===== src/rtl/osc_code_sequencer.sv =====
// rtl/osc_code_sequencer.sv - ring DCO per-stage delay-code ramp sequencer with LFSR dither
// Stages step one LSB at a time in round-robin so adjacent ring phases stay within one LSB.
module osc_code_sequencer #(
    parameter int NUM_STAGES = 5,
    parameter int LSB_W      = 5,
    parameter int MSB_W      = 8,
    parameter int PERB_W     = 4,
    parameter int SETTLE_CYC = 4,
    parameter int TGT_W      = $clog2(MSB_W + 1) + LSB_W
) (
    input  logic                         ref_clk,
    input  logic                         rst,
    input  logic                         glob_en,
    input  logic [TGT_W-1:0]             tgt_code,
    input  logic                         tgt_valid,
    output logic                         tgt_ready,
    input  logic                         dither_en,
    output logic [NUM_STAGES*LSB_W-1:0]  delay_con_lsb,
    output logic [NUM_STAGES*MSB_W-1:0]  delay_con_msb,
    output logic [NUM_STAGES*PERB_W-1:0] con_perb,
    output logic                         busy,
    output logic                         done
);

    localparam int MAX_CODE = (MSB_W + 1) * (2 ** LSB_W) - 1;
    localparam int PTR_W    = $clog2(NUM_STAGES);
    localparam int CNT_W    = $clog2(SETTLE_CYC + 1);
    localparam int CRS_W    = TGT_W - LSB_W;

    localparam logic [TGT_W-1:0] MAX_V    = TGT_W'(MAX_CODE);
    localparam logic [PTR_W-1:0] LAST_PTR = PTR_W'(NUM_STAGES - 1);
    localparam logic [CNT_W-1:0] LAST_CNT = CNT_W'(SETTLE_CYC - 1);

    typedef enum logic [1:0] {
        S_IDLE,
        S_RAMP,
        S_SETTLE
    } state_t;

    state_t             state_q, state_d;
    logic [TGT_W-1:0]   code_q [NUM_STAGES];
    logic [TGT_W-1:0]   code_d [NUM_STAGES];
    logic [TGT_W-1:0]   tgt_q, tgt_d;
    logic [PTR_W-1:0]   ptr_q, ptr_d;
    logic [CNT_W-1:0]   cnt_q, cnt_d;
    logic               done_q, done_d;
    logic [TGT_W-1:0]   cur, stepped;
    logic               all_eq;

    logic [15:0]                  lfsr_q, lfsr_n;
    logic                         lfsr_fb;
    logic [NUM_STAGES*PERB_W-1:0] perb_q, perb_d;

    always_comb begin
        state_d = state_q;
        code_d  = code_q;
        tgt_d   = tgt_q;
        ptr_d   = ptr_q;
        cnt_d   = cnt_q;
        done_d  = 1'b0;
        cur     = code_q[ptr_q];
        stepped = cur;
        all_eq  = 1'b1;

        if (cur < tgt_q) begin
            stepped = cur + TGT_W'(1);
        end else if (cur > tgt_q) begin
            stepped = cur - TGT_W'(1);
        end

        // Completion is judged on the codes as they will be after this cycle's step.
        for (int i = 0; i < NUM_STAGES; i++) begin
            if (((PTR_W'(i) == ptr_q) ? stepped : code_q[i]) != tgt_q) begin
                all_eq = 1'b0;
            end
        end

        case (state_q)
            S_IDLE: begin
                if (tgt_valid) begin
                    tgt_d   = (tgt_code > MAX_V) ? MAX_V : tgt_code;
                    ptr_d   = '0;
                    state_d = S_RAMP;
                end
            end
            S_RAMP: begin
                code_d[ptr_q] = stepped;
                if (ptr_q == LAST_PTR) begin
                    ptr_d = '0;
                    if (all_eq) begin
                        state_d = S_SETTLE;
                        cnt_d   = '0;
                    end
                end else begin
                    ptr_d = ptr_q + PTR_W'(1);
                end
            end
            S_SETTLE: begin
                cnt_d = cnt_q + CNT_W'(1);
                if (cnt_q == LAST_CNT) begin
                    state_d = S_IDLE;
                    done_d  = 1'b1;
                end
            end
            default: state_d = S_IDLE;
        endcase

        // Disabling aborts everything but leaves the bank codes where they are.
        if (!glob_en) begin
            state_d = S_IDLE;
            code_d  = code_q;
            tgt_d   = tgt_q;
            done_d  = 1'b0;
        end
    end

    assign lfsr_fb = lfsr_q[0] ^ lfsr_q[2] ^ lfsr_q[3] ^ lfsr_q[5];
    assign lfsr_n  = (dither_en && glob_en) ? {lfsr_fb, lfsr_q[15:1]} : lfsr_q;

    always_comb begin
        perb_d = '0;
        if (dither_en) begin
            for (int i = 0; i < NUM_STAGES; i++) begin
                perb_d[i*PERB_W +: PERB_W] = lfsr_n[PERB_W-1:0] ^ PERB_W'(i);
            end
        end
    end

    always_ff @(posedge ref_clk) begin
        if (rst) begin
            state_q <= S_IDLE;
            for (int i = 0; i < NUM_STAGES; i++) begin
                code_q[i] <= '0;
            end
            tgt_q   <= '0;
            ptr_q   <= '0;
            cnt_q   <= '0;
            done_q  <= 1'b0;
            lfsr_q  <= 16'hACE1;
            perb_q  <= '0;
        end else begin
            state_q <= state_d;
            code_q  <= code_d;
            tgt_q   <= tgt_d;
            ptr_q   <= ptr_d;
            cnt_q   <= cnt_d;
            done_q  <= done_d;
            lfsr_q  <= lfsr_n;
            perb_q  <= perb_d;
        end
    end

    genvar gi, gj;
    generate
        for (gi = 0; gi < NUM_STAGES; gi++) begin : g_stage
            assign delay_con_lsb[gi*LSB_W +: LSB_W] = code_q[gi][LSB_W-1:0];
            for (gj = 0; gj < MSB_W; gj++) begin : g_therm
                assign delay_con_msb[gi*MSB_W + gj] = (code_q[gi][TGT_W-1:LSB_W] > CRS_W'(gj));
            end
        end
    endgenerate

    assign tgt_ready = !rst && (state_q == S_IDLE) && glob_en;
    assign busy      = (state_q != S_IDLE);
    assign done      = done_q;
    assign con_perb  = perb_q;

endmodule


===== config.mk =====
export PLATFORM = sky130hd
export DESIGN_NAME = osc_code_sequencer
export DESIGN_NICKNAME = d
export VERILOG_FILES = /design/src/rtl/osc_code_sequencer.sv
export SDC_FILE = /design/constraint.sdc
export NUM_CORES = 1
export LEC_CHECK = 0
export CORE_ASPECT_RATIO = 2
export CORE_MARGIN = 2
export CORE_UTILIZATION = 35
export CTS_BUF_LIST = sky130_fd_sc_hd__clkbuf_16
export CTS_CLUSTER_DIAMETER = 30
export DETAILED_ROUTE_END_ITERATION = 12
export PLACE_DENSITY = 0.66
export SYNTH_ARGS = -nofsm -noshare
export SYNTH_HDL_FRONTEND = slang
export SYNTH_SLANG_ARGS = --single-unit

===== constraint.sdc =====
create_clock -name ref_clk -period 4.8 [get_ports ref_clk]
set_input_delay 0.96 -clock ref_clk [delete_from_list [all_inputs] [get_ports ref_clk]]
set_output_delay 0.96 -clock ref_clk [all_outputs]
set_load 0.005 [all_outputs]

# Yosys cells after proc, flatten, opt, wreduce, memory -nomap -nowiden
# Cells that the tools add are included.
# Widths: inputs -> output; s select.
# totals
register_bits	99
output_inout_bits	88
elab_cells	140
# classes
n_addsub	4
magnitude_cmp	45
n_eq_ne	17
muxes	32
bitwise_logic	11
reduce_logical	18
# op_table
operator	count
$mux 9	11
$gt 4x3->1 const B	20
$bwmux 45	1
$ne 9x9->1	5
$gt 4x1->1 const B	10
$gt 4x2->1 const B	10
$bmux 9 s3	1
$demux 9 s3	1
$mux 3	4
$pmux 3 s2	2
$add 9x1->9 const B	1
$gt 9x9->1	1
$gt 9x9->1 const B	1
$lt 9x9->1	1
$sub 9x1->9 const B	1
$mux 2	4
$ne 2x2->1 const B	4
$add 3x1->3 const B	2
$eq 2x3->1 const A	2
$mux 1	6
$not 1->1	6
$pmux 2 s3	1
$reduce_and 3->1	2
$reduce_bool 2->1	3
20 further kinds	27

# Depth between registers and ports, before layout
# Gate-level depths: netlist of run 1.
# logic_depth
ltp_word	17
depth_mapped	21
mapped_depth_nobuf	16

# Worst setup path before layout of run 1
# OpenSTA, ideal clock, no wires.
# synth_timing
path_type	register to register
startpoint	register ptr_q[1]
endpoint	register cnt_q[2]
arrival_time_ns	4.842
required_ns	4.659
setup_slack_ns	-0.183
path_stages_with_launch	21
path_buffers	4
cell_sequence	dfxtp_1 buf_4 buf_6 buf_4 mux2i_1 o22ai_1 a31oi_1 inv_1 ha_1 and4_4 and3b_1 a2111o_1 buf_4 mux2_4 or4_1 o311ai_1 o2111ai_1 a2111oi_0 nand4_1 nor4_4 a2111oi_0
# synth_between
elab_chain_len	16
# synth_lines
element	line_no	rtl
start, declared	44	logic [PTR_W-1:0] ptr_q, ptr_d;
start signal, assigned	145	ptr_q <= ptr_d;
$not 3->4 (not written as such)	61	cur = code_q[ptr_q];
$bmux 9 s3	61	
$mux 9 (not written as such) (2 in a row)	61	
$sub 9x1->9 / $gt 9x9->1 (equally long branches)	68, 67	
$mux 9	67	end else if (cur > tgt_q) begin
$mux 9	65	if (cur < tgt_q) begin
$mux 9	73	if (((PTR_W'(i) == ptr_q) ? stepped : code_q[i]) != tgt_q) begin
$ne 9x9->1	73	
$mux 1 (5 in a row)	73	
$ne 2x2->1 (no line)	--	
$reduce_and 3->1 (no line) *	--	
end signal, assigned	146	cnt_q <= cnt_d;
end, declared	45	logic [CNT_W-1:0] cnt_q, cnt_d;
# Every way passes the cells marked *; elsewhere a longest branch is shown, timed or not. The select of a mux whose other input is x is not followed.
# A chain may end at the register's enable or synchronous reset.

# Worst setup path in the final report of run 1
# layout_timing
startpoint	register ptr_q[1]
endpoint	register cnt_q[0]
# Same word-level chain as after synthesis.

==> metrics, run 1 <==
dominant cell type by area after synthesis=dfxtp_1; Area Growth Syn to Fin=36.6%; height of the die=192 um; overall power=2180 uW; largest net degree at the start of global routing=79; final worst-path cycle share=0.989; Post-Synthesis Cells=823; sequential area share after synthesis=0.279; post-synth top area share=0.279; initial core utilization=0.357; DIE AREA=18800 um^2; Crit Path Max Fanout=6; CTS clk-pin slew, worst paths=0.07 ns; Final min period=4.75 ns; synthesized area per cell=7.50 um^2; TritonCTS clock tree=built; status=completed; CTS buffer count=9; layout cells sized above 1=0.212; Worst EP arrival=4.95 ns; Routed Wire Length=26700 um; Post-DP Area=7730 um^2; Worst IR Drop VDD=250 uV; hold buffer count at CTS=0; number of max-cap violations=0; synthesized cell area=6170 um^2; Post-synth EDFFs=0; Max-slew headroom=0.215; first-pass iteration count of the detailed router=7; Setup WS post-layout=0.0522 ns; critical path type=flop to flop; Synth Register Bits=86; gr busiest metal=met2; PwrDens=259 nW/um^2; Final setup viols=0; RSZ-0062 raised after global routing=yes; final hold violation count=0; routability cong.=1.09; GR met1 Demand/Resource=0.247; initial antenna violation count=0; worst setup path start=ptr_q[1]; clk sinks=86; met3 Resource Use GR=0.0371; met2 Track Usage GR=0.499; Antenna Cells=0; core area=17300 um^2; Congestion Overflow GR=0; Root Buffer=clkbuf_16; Port-buffer cells=101; fin. max-slew vios=0; Iter 0 DRT Violations=419; DRT antenna net count=0; HP Start=lfsr_q[13]; Post-DP HPWL=20500 um; Rows=68; worst-skew pair later-pin latency=0.35 ns; worst slew pin tran=1.17 ns; average wire per standard cell=22.7 um; syn nets=855; vias in the first global route=6785; leakage=0.00339 uW; Final Cell Area=8430 um^2; Synth area leaders=dfxtp_1, nor2_1, nand2_1; Ys Warns=0; Longest Clk Path Bufs=2; Hold/Removal Path Class=flop to flop; crit end category=flop; global-route wire length before repair=38300 um; WP data required=5.01 ns; unique cell type count in the Yosys netlist=77; Post-synth ARST share=0; GRT Util Overall=0.269; chip width=97.9 um; Vias/cell=5.89; Fmax=211 MHz; DR DRC count=0; R2R Path Start=ptr_q[1]; H-tree levels=3; Layout Skew=0.00863 ns; pre-CTS setup slack=0.0421 ns; Vias=6933; Ports=102; ys flop type=dfxtp_1; CP startpoint kind=flop; Nets=995
[routing by layer]
| metal | routed length [um] | share of wire | vias up |
|---|---|---|---|
| met2 | 13900 | 0.52 | 352 |
| met4 | 2830 | 0.11 | 0 |
| li1 | - | - | 3168 |
| met1 | 8740 | 0.33 | 3253 |
| met5 | 0 | 0 | - |
| met3 | 1280 | 0.048 | 160 |
[per-stage QoR]
step | hold slack (ns) | TNS [ns] | instances | util
5_1_grt | 0.480 | -0.248 | 1178 | 0.488
3_5_place_dp | 0.450 | 0 | 1145 | 0.448
3_3_place_gp | 0.439 | 0 | 1145 | 0.448
2_1_floorplan | 0.432 | 0 | 823 | -
6_report | 0.453 | 0 | 1178 | 0.488
4_1_cts | 0.459 | 0 | 1161 | 0.463
[power breakdown]
group	switching, uW	internal, uW
clock network	304	346
logic	421	357
registers	20.3	731
total	746	1430
[Yosys cell counts (all sizes together) (4+ instances only)]
cell type and n:
a211o 4, ha 18, mux2i 21, a22oi 6, o211ai 7, or3 11
and2 9, a21o 15, o21ai 31, inv 27, nand2 93, a32oi 8
dfxtp 86, buf 51, a21oi 60, nor2b 9, nand4 10, o31ai 5
xnor2 16, nand2b 10, nor2 105, clkbuf 44, nor4 9, o22ai 7
a2111oi 6, nor3 18, o221ai 5, a31oi 8, or2 11, mux2 7
a211oi 21, and3 4, nand3 20, nand3b 16
[worst max-delay path, stage by stage, from the launching register on]
cell	delay (ns)
dfxtp_4	0.38
buf_12	0.13
buf_12	0.13
mux2i_2	0.27
o22ai_1	0.12
a31oi_2	0.19
inv_1	0.06
ha_1	0.29
and4_4	0.16
and3b_2	0.23
a2111o_1	0.44
mux2_4	0.34
or4_1	0.47
o311ai_1	0.11
o2111ai_1	0.23
a2111oi_4	0.24
nand4_1	0.12
buf_4	0.17
nor4_4	0.41
nor3_1	0.08
[cell type report]
| class | instances | area (um^2) |
|---|---|---|
| Fill cell | 1698 | 8840 |
| Multi-Input combinational cell | 612 | 4060 |
| Timing Repair Buffer | 224 | 2010 |
| Sequential cell | 86 | 1730 |
| Tap cell | 210 | 263 |
| Clock buffer | 9 | 225 |
| Inverter | 30 | 113 |
| Clock inverter | 7 | 40.0 |
[worst paths after layout]
path	to	slack, ns	cells past startpoint
setup / recovery	cnt_q[0]	0.05	19
setup reg to reg	cnt_q[0]	0.05	19
hold reg to reg	lfsr_q[12]	0.45	2
hold / removal	lfsr_q[12]	0.45	2
[what timing repair did]
item                       CTS  global route
resized for setup            0            54
setup endpoints to repair    0             5
buffers inserted             0            16
[flip-flops by register name, indices dropped and copies added, names as in the netlist]
register	cells
cnt_q	3
delay_con_lsb	25
ptr_q	3
done	1
con_perb	7
tgt_q	9
code_q	20
state_q	2
lfsr_q	16
[cells in the final DEF (no fill, tap or decap), types with 5 or more instances in the layout]
cell type / n
buf_4: 114
a22oi_1: 5
mux2_2: 6
xnor2_1: 13
nor3_1: 14
dfxtp_1: 85
o21ai_1: 5
and2_1: 8
o211ai_1: 7
a32oi_1: 8
nand4_1: 10
a31oi_1: 7
ha_1: 16
clkdlybuf4s50_1: 100
nor2b_1: 9
a21oi_1: 59
nand2_1: 92
o21ai_0: 25
a21o_1: 15
inv_1: 24
nand3b_1: 16
or2_2: 10
clkinv_1: 7
a211oi_1: 18
nand2b_1: 10
nand3_1: 20
o221ai_1: 5
clkbuf_16: 10
nor4_1: 6
nor2_1: 104
or3_1: 9
mux2i_1: 17
[kinds of logic (layout without fill, tap and decap cells)]
| logic type | count (synthesis) | count (layout) | share of synthesized area |
|---|---|---|---|
| XOR/XNOR | 18 | 18 | 0.0268 |
| AO/OA/AOI/OAI | 212 | 212 | 0.238 |
| multiplexers | 28 | 28 | 0.0474 |
| flip-flops | 86 | 86 | 0.279 |
| buffers and inverters | 125 | 270 | 0.104 |
| AND/OR/NAND/NOR | 336 | 336 | 0.269 |
| adder cells (fa/ha/maj) | 18 | 18 | 0.0365 |
Note: power is estimated with default switching activity, not from simulation.
==> run 2, diff against run 1 <==
==> constraint.sdc (replaced) <==
create_clock -name ref_clk -period 4.8 [get_ports ref_clk]
set_input_delay 0.96 -clock ref_clk [delete_from_list [all_inputs] [get_ports ref_clk]]
set_output_delay 0.96 -clock ref_clk [all_outputs]
set_load 0.1 [all_outputs]
==> run 2 against run 1 <==
Compared with the run above: combinational power up 11%; register-to-register slack worse by 0.02 ns; fmax down 0.51%; hold slack better by 0.0036 ns; cell area up 0.71%; total power up 3.9%; final cell count up 0.34%; setup slack worse by 0.025 ns; first-iteration DRC count up 35%; wire length about the same; sequential power about the same; sequential share of layout area down 0.13 points; largest power group unchanged.
==> metrics, run 2 (same netlist as run 1, synthesis figures left out) <==
vias in the first global route=6828 (+0.63%); Routed Wire Length=26700 um (about the same); DR DRC count=0 (unchanged); Max stage delay on crit path=0.44 ns (-0.03 ns); Longest Clk Path Bufs=2 (unchanged); Slowest cell on crit path=dfxtp_4; Worst R2R Setup Slack=0.03 ns (-0.02 ns); Vias/cell=5.88 (about the same); Crit Path Max Fanout=7 (+1); Final setup viols=0 (unchanged); critical path type=flop to flop; Congestion Overflow GR=0 (unchanged); fin. max-slew vios=0 (unchanged); leakage=0.00341 uW (+0.58%); initial antenna violation count=0 (unchanged); chip width=97.9 um (unchanged); Ports=102 (unchanged); Worst IR Drop VDD=255 uV (+2.0%); CTS buffer count=9 (unchanged); core area=17300 um^2 (unchanged); Final min period=4.77 ns (+0.0245 ns); DRT antenna net count=0 (unchanged); Fmax=210 MHz (-0.51%); final worst-path cycle share=0.994 (+0.00511); GRT Util Overall=0.271 (+0.00224); PwrDens=267 nW/um^2 (+3.2%); CP startpoint kind=flop; final hold violation count=0 (unchanged); buffer and inverter count on the worst path=8 (+4); Layout Skew=0.00842 ns (-0.000202 ns); Final Cell Area=8490 um^2 (+0.71%); Iter 0 DRT Violations=567 (+35%); most used cell, CP=buf_4; Root Buffer=clkbuf_16; Port-buffer cells=101 (unchanged); worst-skew pair later-pin latency=0.35 ns (about the same); status=completed; H-tree levels=3 (unchanged); Antenna Cells=0 (unchanged); Fill cells=1718 (+1.2%); first-pass iteration count of the detailed router=5 (-2); Post-DP Area=7770 um^2 (+0.45%); Nets=999 (+0.40%); Critical path destination=state_q[0]; commonest non-fill, non-tap cell in the layout=buf_4; layout cells sized above 1=0.227 (+0.0156); routability cong.=1.06 (-2.4%); Rows=68 (unchanged); Area Growth Syn to Fin=37.6%; global-route wire length before repair=38700 um (+1.2%); CTS clk-pin slew, worst paths=0.07 ns (about the same); Vias=6951 (+0.26%); height of the die=192 um (unchanged); most frequent cells in the layout=buf_4, nor2_1, clkdlybuf4s50_1, nand2_1, dfxtp_1; Worst R2R Path Depth=23 (+4); CP top delay family=buffers and inverters; Worst EP arrival=4.99 ns (+0.04 ns); clk sinks=86 (unchanged); CP Depth=23 (+4); Hold/Removal Path Class=flop to flop; Post-DP HPWL=20400 um (-0.33%); crit end category=flop; worst hold margin=0.457 ns (+0.00363 ns); number of max-cap violations=0 (unchanged); Largest register FFs=25 (unchanged); worst slew pin tran=1.03 ns (-0.134 ns); WP data required=5.02 ns (about the same); initial core utilization=0.357 (unchanged); DIE AREA=18800 um^2 (unchanged); average wire per standard cell=22.6 um (-0.41%); RR Endpoint=state_q[0]; pre-CTS setup slack=-0.00822 ns (-0.0503 ns); Max-slew headroom=0.305 (+0.0900); largest net degree at the start of global routing=79 (unchanged); Setup WS post-layout=0.0277 ns (-0.0245 ns); TritonCTS clock tree=built; R2R Path Start=ptr_q[1]; worst setup path start=ptr_q[1]; crit-path cells=buf_12 > buf_4 > mux2i_1 > nor2_1 > o22ai_2 > inv_2 > ha_4 > and4_4 > and3b_2 > a2111oi_4 > buf_4 > buf_4 > nor2_2 > a22oi_2 > xnor2_2 > buf_6 > mux2_2 > a221oi_2 > buf_4 > nand4_1 > buf_4 > nor4_1 > nor3b_1
==> run 2: cell types whose count changed in the layout (fill, tap and decap cells not counted), sizes merged <==
cell	change
clkinvlp	+2
clkbuf	+1
clkdlybuf4s50	-1
clkinv	-4
buf	+4
inv	+2
==> run 2: timing repair <==
| action | in CTS | in global routing |
|---|---|---|
| pin swaps | 0 | 21 |
| buffers inserted | 0 | 14 |
| cloned | 0 | 3 |
| hold buffers | 0 | 0 |
| gates resized for setup | 3 | 53 |
| endpoints found under the setup margin | 2 | 5 |
==> run 2: area by class of cell <==
class	count	area, um^2	share of cell area
multi-input combinational	612	4090	0.481
timing repair buffer	228	2030	0.239
sequential	86	1730	0.203
tap	210	263	0.0309
clock buffer	9	225	0.0265
inverter	30	113	0.0133
clock inverter	7	48.8	0.00575
==> run 2: how the worst min path moves through the flow <==
| stage | from | end | depth (start not counted) |
|---|---|---|---|
| final | lfsr_q[4] | lfsr_q[4] | 2 |
| after global routing | lfsr_q[13] | lfsr_q[12] | 2 |
| after CTS | lfsr_q[4] | lfsr_q[4] | 2 |
| after detailed placement | lfsr_q[10] | lfsr_q[9] | 2 |
| after global placement | lfsr_q[10] | lfsr_q[9] | 2 |
| after floorplan | lfsr_q[13] | lfsr_q[12] | 2 |
==> run 2: where the power goes <==
| part | total [uW] | switching, uW | leakage [uW] | internal (uW) |
|---|---|---|---|---|
| clock network | 652 | 300 | 0.000130 | 351 |
| logic | 865 | 507 | 0.00258 | 358 |
| registers | 749 | 17.9 | 0.000699 | 731 |
| total | 2270 | 825 | 0.00341 | 1440 |
==> run 2: metal layers <==
metal,routed length [um],global-route usage,vias up
met5,0,0,-
met4,2710,0.243,0
met3,1380,0.0306,146
met2,13900,0.505,348
met1,8660,0.255,3270
li1,-,-,3187
==> run 2: tightest hold or removal path, cell delays in order, from the launching register on <==
cell,delay (ns)
dfxtp_1,0.31
nand2_1,0.05
a21oi_1,0.05
==> run 2: metrics by stage <==
| step | setup TNS [ns] | power, uW | std cells | utilization |
|---|---|---|---|---|
| after global routing | -0.718 | 2360 | 1182 | 0.492 |
| after CTS | 0 | 2170 | 1166 | 0.466 |
| final | 0 | 2270 | 1182 | 0.492 |
| after global placement | 0 | 1520 | 1150 | 0.450 |
| after floorplan | 0 | 1220 | 823 | - |
| after detailed placement | -0.00822 | 1510 | 1150 | 0.450 |
